===== src/rtl/htif_mem_initiator.sv =====
// Host-side HTIF memory requester: tags requests by reorder slot and returns results in command order.
// Latency: accept -> htif_req_val +1 cycle; response -> rsp_val +1 cycle.
// Backpressure: cmd_rdy drops when the ROB is full or the issue register is stalled; rsp held until rsp_rdy.
module htif_mem_initiator #(
    parameter int DEPTH    = 4,
    parameter int TAG_BITS = 5
) (
    input  logic                clk,
    input  logic                reset,
    input  logic                cmd_val,
    output logic                cmd_rdy,
    input  logic                cmd_rw,
    input  logic [13:0]         cmd_addr,
    input  logic [127:0]        cmd_data,
    output logic                rsp_val,
    input  logic                rsp_rdy,
    output logic                rsp_rw,
    output logic [127:0]        rsp_data,
    output logic                htif_req_val,
    input  logic                htif_req_rdy,
    output logic                htif_req_rw,
    output logic [13:0]         htif_req_addr,
    output logic [127:0]        htif_req_data,
    output logic [TAG_BITS-1:0] htif_req_tag,
    input  logic                htif_resp_val,
    input  logic [127:0]        htif_resp_data,
    input  logic [TAG_BITS-1:0] htif_resp_tag,
    output logic                proto_err
);
    localparam int PTR_BITS = $clog2(DEPTH);
    localparam int CNT_BITS = PTR_BITS + 1;

    typedef enum logic [1:0] {
        S_IDLE,
        S_ISSUING,
        S_PENDING,
        S_DONE
    } slot_state_t;

    slot_state_t         slot_q [DEPTH];
    slot_state_t         slot_d [DEPTH];
    logic                slot_rw_q [DEPTH];
    logic [127:0]        slot_data_q [DEPTH];

    logic [PTR_BITS-1:0] head_q;
    logic [PTR_BITS-1:0] tail_q;
    logic [CNT_BITS-1:0] count_q;
    logic                live_q;

    logic                iss_val_q;
    logic                iss_rw_q;
    logic [13:0]         iss_addr_q;
    logic [127:0]        iss_data_q;
    logic [PTR_BITS-1:0] iss_tag_q;
    logic                proto_err_q;

    logic                cmd_acc;
    logic                req_fire;
    logic                pop;
    logic                resp_hi_zero;
    logic                resp_ok;
    logic                resp_bad;
    logic [PTR_BITS-1:0] resp_slot;

    // live_q keeps cmd_rdy low while reset is held without a combinational path from reset
    assign cmd_rdy  = live_q && (count_q < CNT_BITS'(DEPTH)) && (!iss_val_q || htif_req_rdy);
    assign cmd_acc  = cmd_val && cmd_rdy;
    assign req_fire = iss_val_q && htif_req_rdy;

    assign rsp_val  = (slot_q[head_q] == S_DONE);
    assign rsp_rw   = rsp_val && slot_rw_q[head_q];
    assign rsp_data = rsp_val ? slot_data_q[head_q] : '0;
    assign pop      = rsp_val && rsp_rdy;

    assign resp_slot    = htif_resp_tag[PTR_BITS-1:0];
    assign resp_hi_zero = ((htif_resp_tag >> PTR_BITS) == '0);
    assign resp_ok      = htif_resp_val && resp_hi_zero && (slot_q[resp_slot] == S_PENDING);
    assign resp_bad     = htif_resp_val && !resp_ok;

    assign htif_req_val  = iss_val_q;
    assign htif_req_rw   = iss_rw_q;
    assign htif_req_addr = iss_addr_q;
    assign htif_req_data = iss_data_q;
    assign htif_req_tag  = TAG_BITS'(iss_tag_q);
    assign proto_err     = proto_err_q;

    // Each event targets a slot in a distinct state, so at most one of these fires per slot.
    always_comb begin
        for (int i = 0; i < DEPTH; i++) begin
            slot_d[i] = slot_q[i];
            if (cmd_acc && tail_q == PTR_BITS'(i))
                slot_d[i] = S_ISSUING;
            if (req_fire && iss_tag_q == PTR_BITS'(i))
                slot_d[i] = iss_rw_q ? S_DONE : S_PENDING;
            if (resp_ok && resp_slot == PTR_BITS'(i))
                slot_d[i] = S_DONE;
            if (pop && head_q == PTR_BITS'(i))
                slot_d[i] = S_IDLE;
        end
    end

    always_ff @(posedge clk or posedge reset) begin
        if (reset) begin
            for (int i = 0; i < DEPTH; i++)
                slot_q[i] <= S_IDLE;
            head_q      <= '0;
            tail_q      <= '0;
            count_q     <= '0;
            live_q      <= 1'b0;
            iss_val_q   <= 1'b0;
            iss_rw_q    <= 1'b0;
            iss_addr_q  <= '0;
            iss_data_q  <= '0;
            iss_tag_q   <= '0;
            proto_err_q <= 1'b0;
        end else begin
            for (int i = 0; i < DEPTH; i++)
                slot_q[i] <= slot_d[i];
            live_q  <= 1'b1;
            count_q <= count_q + CNT_BITS'(cmd_acc) - CNT_BITS'(pop);
            if (cmd_acc)
                tail_q <= tail_q + PTR_BITS'(1);
            if (pop)
                head_q <= head_q + PTR_BITS'(1);
            if (cmd_acc) begin
                iss_val_q  <= 1'b1;
                iss_rw_q   <= cmd_rw;
                iss_addr_q <= cmd_addr;
                iss_data_q <= cmd_data;
                iss_tag_q  <= tail_q;
            end else if (req_fire) begin
                iss_val_q <= 1'b0;
            end
            if (resp_bad)
                proto_err_q <= 1'b1;
        end
    end

    // Payload storage needs no reset: it is only observed once the slot reaches DONE.
    always_ff @(posedge clk) begin
        if (cmd_acc) begin
            slot_rw_q[tail_q]   <= cmd_rw;
            slot_data_q[tail_q] <= '0;
        end
        if (resp_ok)
            slot_data_q[resp_slot] <= htif_resp_data;
    end

endmodule


===== config.mk =====
export PLATFORM = sky130hd
export DESIGN_NAME = htif_mem_initiator
export DESIGN_NICKNAME = d
export VERILOG_FILES = /design/src/rtl/htif_mem_initiator.sv
export SDC_FILE = /design/constraint.sdc
export NUM_CORES = 1
export LEC_CHECK = 0
export BUFFER_PORTS_ARGS = -buffer_cell sky130_fd_sc_hd__buf_2
export CAP_MARGIN = 20
export CORE_MARGIN = 2
export CORE_UTILIZATION = 25
export DETAILED_ROUTE_END_ITERATION = 16
export PLACE_DENSITY = 0.43
export SETUP_SLACK_MARGIN = 0.05
export SKIP_LAST_GASP = 1
export SYNTH_ARGS = -nofsm -noshare
export SYNTH_HDL_FRONTEND = slang
export SYNTH_SLANG_ARGS = --single-unit

===== constraint.sdc =====
create_clock -name clk -period 23.8 [get_ports clk]
set_clock_uncertainty 0.15 [all_clocks]
set_input_delay 1.19 -clock clk [delete_from_list [all_inputs] [get_ports clk]]
set_output_delay 1.19 -clock clk [all_outputs]
set_load 0.005 [all_outputs]

-- Yosys cells after proc, flatten, opt, wreduce, memory -nomap -nowiden
Memory sizes are Yosys's and may differ from the RTL's.
Index checks and enable logic that the tools add are counted.
- add/subtract/negate cells: 4
- magnitude comparators: 3
- equal/unequal tests: 14
- mux-type cells: 30
- bitwise operators: 2
- reduce and logical (&&, ||, !) cells: 38
- operators by type and width (kind ; number):
    two-way mux 128 bit ; 1
    two-way mux 2 bit ; 20
    logical AND 1 bit ; 25
    equality test 2 bit (second input constant) ; 10
    nonzero test 4 bit ; 4
    binary-select mux 2 bit (select 2 bit) ; 2
    equality test 2 x 1 -> 1 bit (second input constant) ; 4
    zero test 2 bit ; 4
    two-way mux 1 bit ; 7
    greater-or-equal comparator 3 bit (second input constant) ; 2
    NOT 2 -> 3 bit ; 2
    zero test 5 bit ; 1
    adder 2 x 1 -> 2 bit (second input constant) ; 2
    adder 3 x 1 -> 3 bit ; 1
    less-than comparator 3 bit (second input constant) ; 1
    subtractor 3 x 1 -> 3 bit ; 1
    zero test 1 bit ; 2
    nonzero test 2 bit ; 1
    logical OR 1 bit ; 1
- register bits after elaboration: 163
- memory bits (writable): 516
- input bits: 282
- output and inout bits: 281
- logic and storage cells: 107
- memories kept: 2
- memory list (memory ; words ; width ; rd ports ; clocked after Yosys merged registers in ; write ports ; RTL line ; RTL):
    slot_data_q ; 4 ; 128 ; 1 ; 0 ; 2 ; 43 ; logic [127:0] slot_data_q [DEPTH];
    slot_rw_q ; 4 ; 1 ; 1 ; 0 ; 1 ; 42 ; logic slot_rw_q [DEPTH];

-- Longest topological paths before layout
- depth in word-level cells: 9
- depth in mapped cells: 12
- gate-level depth less buffers: 10

-- Least setup slack after synthesis
No wires, ideal clock.
- path type: in2reg
- start point: input htif_req_rdy
- end point: memory slot_data_q[0][0] (enable)
- setup time: 0.792 ns
- data arrival time: 10.795 ns
- data required time: 22.858 ns
- setup slack: 12.063 ns
- stages on the path: 6
- buffers on the path: 2
- cell sequence: nand2b_1 and3_1 clkbuf_1 inv_2 clkbuf_1 o21ai_0
- RTL lines (what ; RTL line ; RTL):
    start: declaration ; 20 ; input logic htif_req_rdy,
    end: declaration ; 43 ;

-- Worst setup path after layout
- start point: register head_q[1]
- end point: output rsp_data[81]
- longest elaborated chain between the ends: 6
- elaborated cells on any way between the ends: 7
- classes of those cells: 1 x eq/ne; 4 x mux; 1 x bitwise; 1 x memory
- ends and longest elaborated chain (what ; RTL line ; RTL):
    start: declaration ; 45 ; logic [PTR_BITS-1:0] head_q;
    start signal: assignment ; 124 ; head_q <= head_q + PTR_BITS'(1);
    NOT 2 -> 3 bit (not written as such) ; 70 ; assign rsp_val = (slot_q[head_q] == S_DONE);
    binary-select mux 2 bit (select 2 bit) ; 70 ;
    two-way mux 2 bit (not written as such) (2 in a row) ; 70 ;
    equality test 2 bit ; 70 ;
    two-way mux 128 bit (*) ; 72 ; assign rsp_data = rsp_val ? slot_data_q[head_q] : '0;
    end: declaration ; 18 ; output logic [127:0] rsp_data,
Every way passes the cells marked *; elsewhere a longest branch is shown, timed or not. The select of a mux whose other input is x is not followed.

==> qor.yml <==
ant_nets: 0
reg2reg_slack_ns: 19.68
min_path_type: "register to register"
end_kind: "output pin"
p_leak_uw: 0.0146
cts_sinks: 679
dp_cells: 4104
ys_ff_latch: 679
dr.pass1.iters: 5
n_fill_cell: 11727
synthToLayoutAreaGrowth_pct: 24.3
antenna_found_initial: 38
grt_pass1_vias: 20545
p_int_uw: 2710
yosys_warnings: 0
postCtsSetupBuffers: 0
start_util_pct: 25.3
syn_area_per_cell_um2: 13.8
total_power_uw: 3910
cap_violations: 0
crit_fanout: 65
drtIter0Drc: 1094
finalCriticalPeriod_ns: 5.36
hold_buffers: 0
status: "finished, final reports clean"
netlist_area_um2: 29500
gp_congestion: 0.804
layout.nets: 2960
pwr-share-comb_pct: 26.4
cts_made_buffers: 84
seq_area_um2: 19600
cts_buffer_depth: 3
track_usage_pct: 14.8
ys_async_sr_fraction_pct: 24.0
die_w_um: 347
fp.dieH_um: 347
synth-seq-area-share_pct: 66.4
multi_input_area_um2: 9310
slew_headroom_pct: 18.1
hpwlAfterDp_um: 54600
min-delay-start: "htif_req_data[81]$_DFFE_PP0P_"
grt_pass1_wl_um: 132000
vias: 18545
core_um2: 117000
holdPathEnd: "htif_req_data[81]$_DFFE_PP0P_"
cts_root_buf: "clkbuf_16"
grt_remaining_overflow: 0
cp_data_arrival_time_ns: 4.02
critical_path_class: "register to output pin"
synth.distinct_cells: 40
ios: 563
grt_max_degree: 129
core.rowCount: 125
layout_worst_path_cycle_share_pct: 22.5
p_seq_share_pct: 41.4
clock.fmax_ghz: 0.187
cts.htree.levels: 3
rsz0062_at_grt: "no"
powerDensity_nw_per_um2: 107
synth_edf_count: 516
drive_gt1_share_pct: 31.3
clkPwrFrac_pct: 32.2
cp_data_required_time_ns: 22.46
synthCells: 2132
switching_share_pct: 30.7
r2r_cells: 7
clk_latency_ns: 0.65
cts.repair.resized: 0
irDropWorstVdd_uv: 79.7
synth_ff_type: "edfxtp_1"
drc_errors: 0
avgRoutedWirePerCell_um: 20.9
finalNonFillerCells: 4270
cts_tree: "done"
timing.setup.tns_ns: 0
switching_power_uw: 1200
r2r-start: "slot_q[4]$_DFFE_PP0P_"
holdPathStages: 2
portBuffers: 559
die_area_um2: 121000
hold_violations: 0
r2r-end: "slot_data_q[1][106]$_SDFFCE_PN0P_"
maxSlewViolCount: 0
setup_violations: 0
drt_wl_total_um: 89500
vias_per_cell: 4.34
critPathLaunchType: "register"
worst_pin_slew_ns: 1.23
fin_hold_ws_ns: 0.317
path_clk_slew_ns: 0.05
[metal layers]
metal	global-route usage [%]	wire length, µm	vias to the layer above
met3	4.26	6830	143
met4	5.16	2430	16
li1	-	-	8419
met1	17.7	36000	9302
met5	0	87	-
met2	25.2	44100	665
[cell usage in the layout (no fill, tap or decap), drive strengths merged, types with 2 or more instances in the layout]
cell,synthesis,final
bufinv,0,7
nor3,4,4
buf,55,583
nand4,2,2
a22oi,4,4
a32oi,4,4
dfrtp,163,163
clkinv,0,32
or2,4,4
and3,2,2
nor2b,131,131
ha,10,10
a31oi,2,2
diode,0,11
and2,512,512
nand2,443,443
o22ai,3,3
nand4b,2,2
mux4,130,130
inv,15,21
clkbuf,81,105
nand3,6,6
nand2b,10,10
clkinvlp,0,4
o21ai,10,10
xnor2,3,3
conb,2,4
nor2,10,10
edfxtp,516,516
[state kept, by name, summed over array words and instances, names as in the netlist]
register       cells
tail_q             2
count_q            3
slot_data_q      512
htif_req_val       1
htif_req_rw        1
slot_rw_q          4
htif_req_data    128
iss_tag_q          2
htif_req_addr     14
head_q             2
live_q             1
proto_err          1
slot_q             8
[worst max-delay path by stage]
stage / start / to / slack, ns / cells past startpoint
after floorplan: htif_req_rdy / slot_data_q[0][0]$_SDFFCE_PN0P_ / 12.06 / 6
after global placement: htif_resp_tag[4] / slot_data_q[1][90]$_SDFFCE_PN0P_ / 18.08 / 8
after CTS: head_q[0]$_DFFE_PP0P_ / rsp_data[60] / 18.07 / 5
after detailed placement: htif_resp_tag[4] / slot_data_q[1][90]$_SDFFCE_PN0P_ / 18.04 / 8
after global routing: head_q[1]$_DFFE_PP0P_ / rsp_data[81] / 18.24 / 5
final: head_q[1]$_DFFE_PP0P_ / rsp_data[81] / 18.44 / 5
[through the flow]
step	worst slack, ns	area, µm²	utilization (%)
3_3_place_gp	18.08	33900	29.1
2_1_floorplan	12.06	29500	-
6_report	18.44	36600	31.4
5_1_grt	18.24	36600	31.4
4_1_cts	18.07	36600	31.4
3_5_place_dp	18.04	33900	29.1
[logic make-up (layout without fill, tap and decap cells)]
logic type | count (synthesis) | count (layout) | synth area share, %
simple gates | 1128 | 1128 | 20.2
flops | 679 | 679 | 66.4
other cells | 2 | 15 | 0.0255
xor+xnor | 3 | 3 | 0.0892
buf+inv | 151 | 752 | 2.22
compound gates | 26 | 26 | 0.573
mux | 132 | 132 | 10.0
fa+ha+maj | 11 | 11 | 0.493
[cells in the mapped netlist (5+ instances only)]
| library cell | number | share of area, % |
|---|---|---|
| buf_2 | 47 | 0.80 |
| mux4_2 | 130 | 9.9 |
| nand2_1 | 443 | 5.6 |
| inv_1 | 13 | 0.17 |
| edfxtp_1 | 516 | 53 |
| clkbuf_1 | 79 | 1.0 |
| nand2b_1 | 10 | 0.21 |
| nand3_1 | 6 | 0.10 |
| and2_1 | 512 | 11 |
| dfrtp_1 | 163 | 14 |
| nor2_1 | 9 | 0.11 |
| buf_4 | 5 | 0.13 |
| ha_1 | 10 | 0.42 |
| nor2b_1 | 131 | 2.8 |
| o21ai_0 | 10 | 0.17 |
[final cells by class]
class | instances | share of cell area, %
antenna | 11 | 0.0751
clock buffer | 105 | 6.06
clock inverter | 49 | 1.36
inverter | 15 | 0.174
multi-input combinational | 1304 | 25.4
sequential | 679 | 53.5
tap | 1524 | 5.21
timing repair buffer | 583 | 8.25
[worst max-delay path, stage by stage (launching register included)]
cell	delay [ns]
dfrtp_4	0.73
buf_4	0.70
buf_4	0.96
mux4_2	0.37
nor2b_1	0.35
buf_2	0.19
[power by group through the flow]
stage | Clock, µW | Combinational [µW] | Sequential (µW)
final | 1260 | 1030 | 1620
after global routing | 1350 | 1140 | 1650
after CTS | 1300 | 1060 | 1620
after detailed placement | 0 | 1070 | 1640
after global placement | 0 | 1060 | 1630
after floorplan | 0 | 607 | 1610
(Power assumes the default switching activity.)
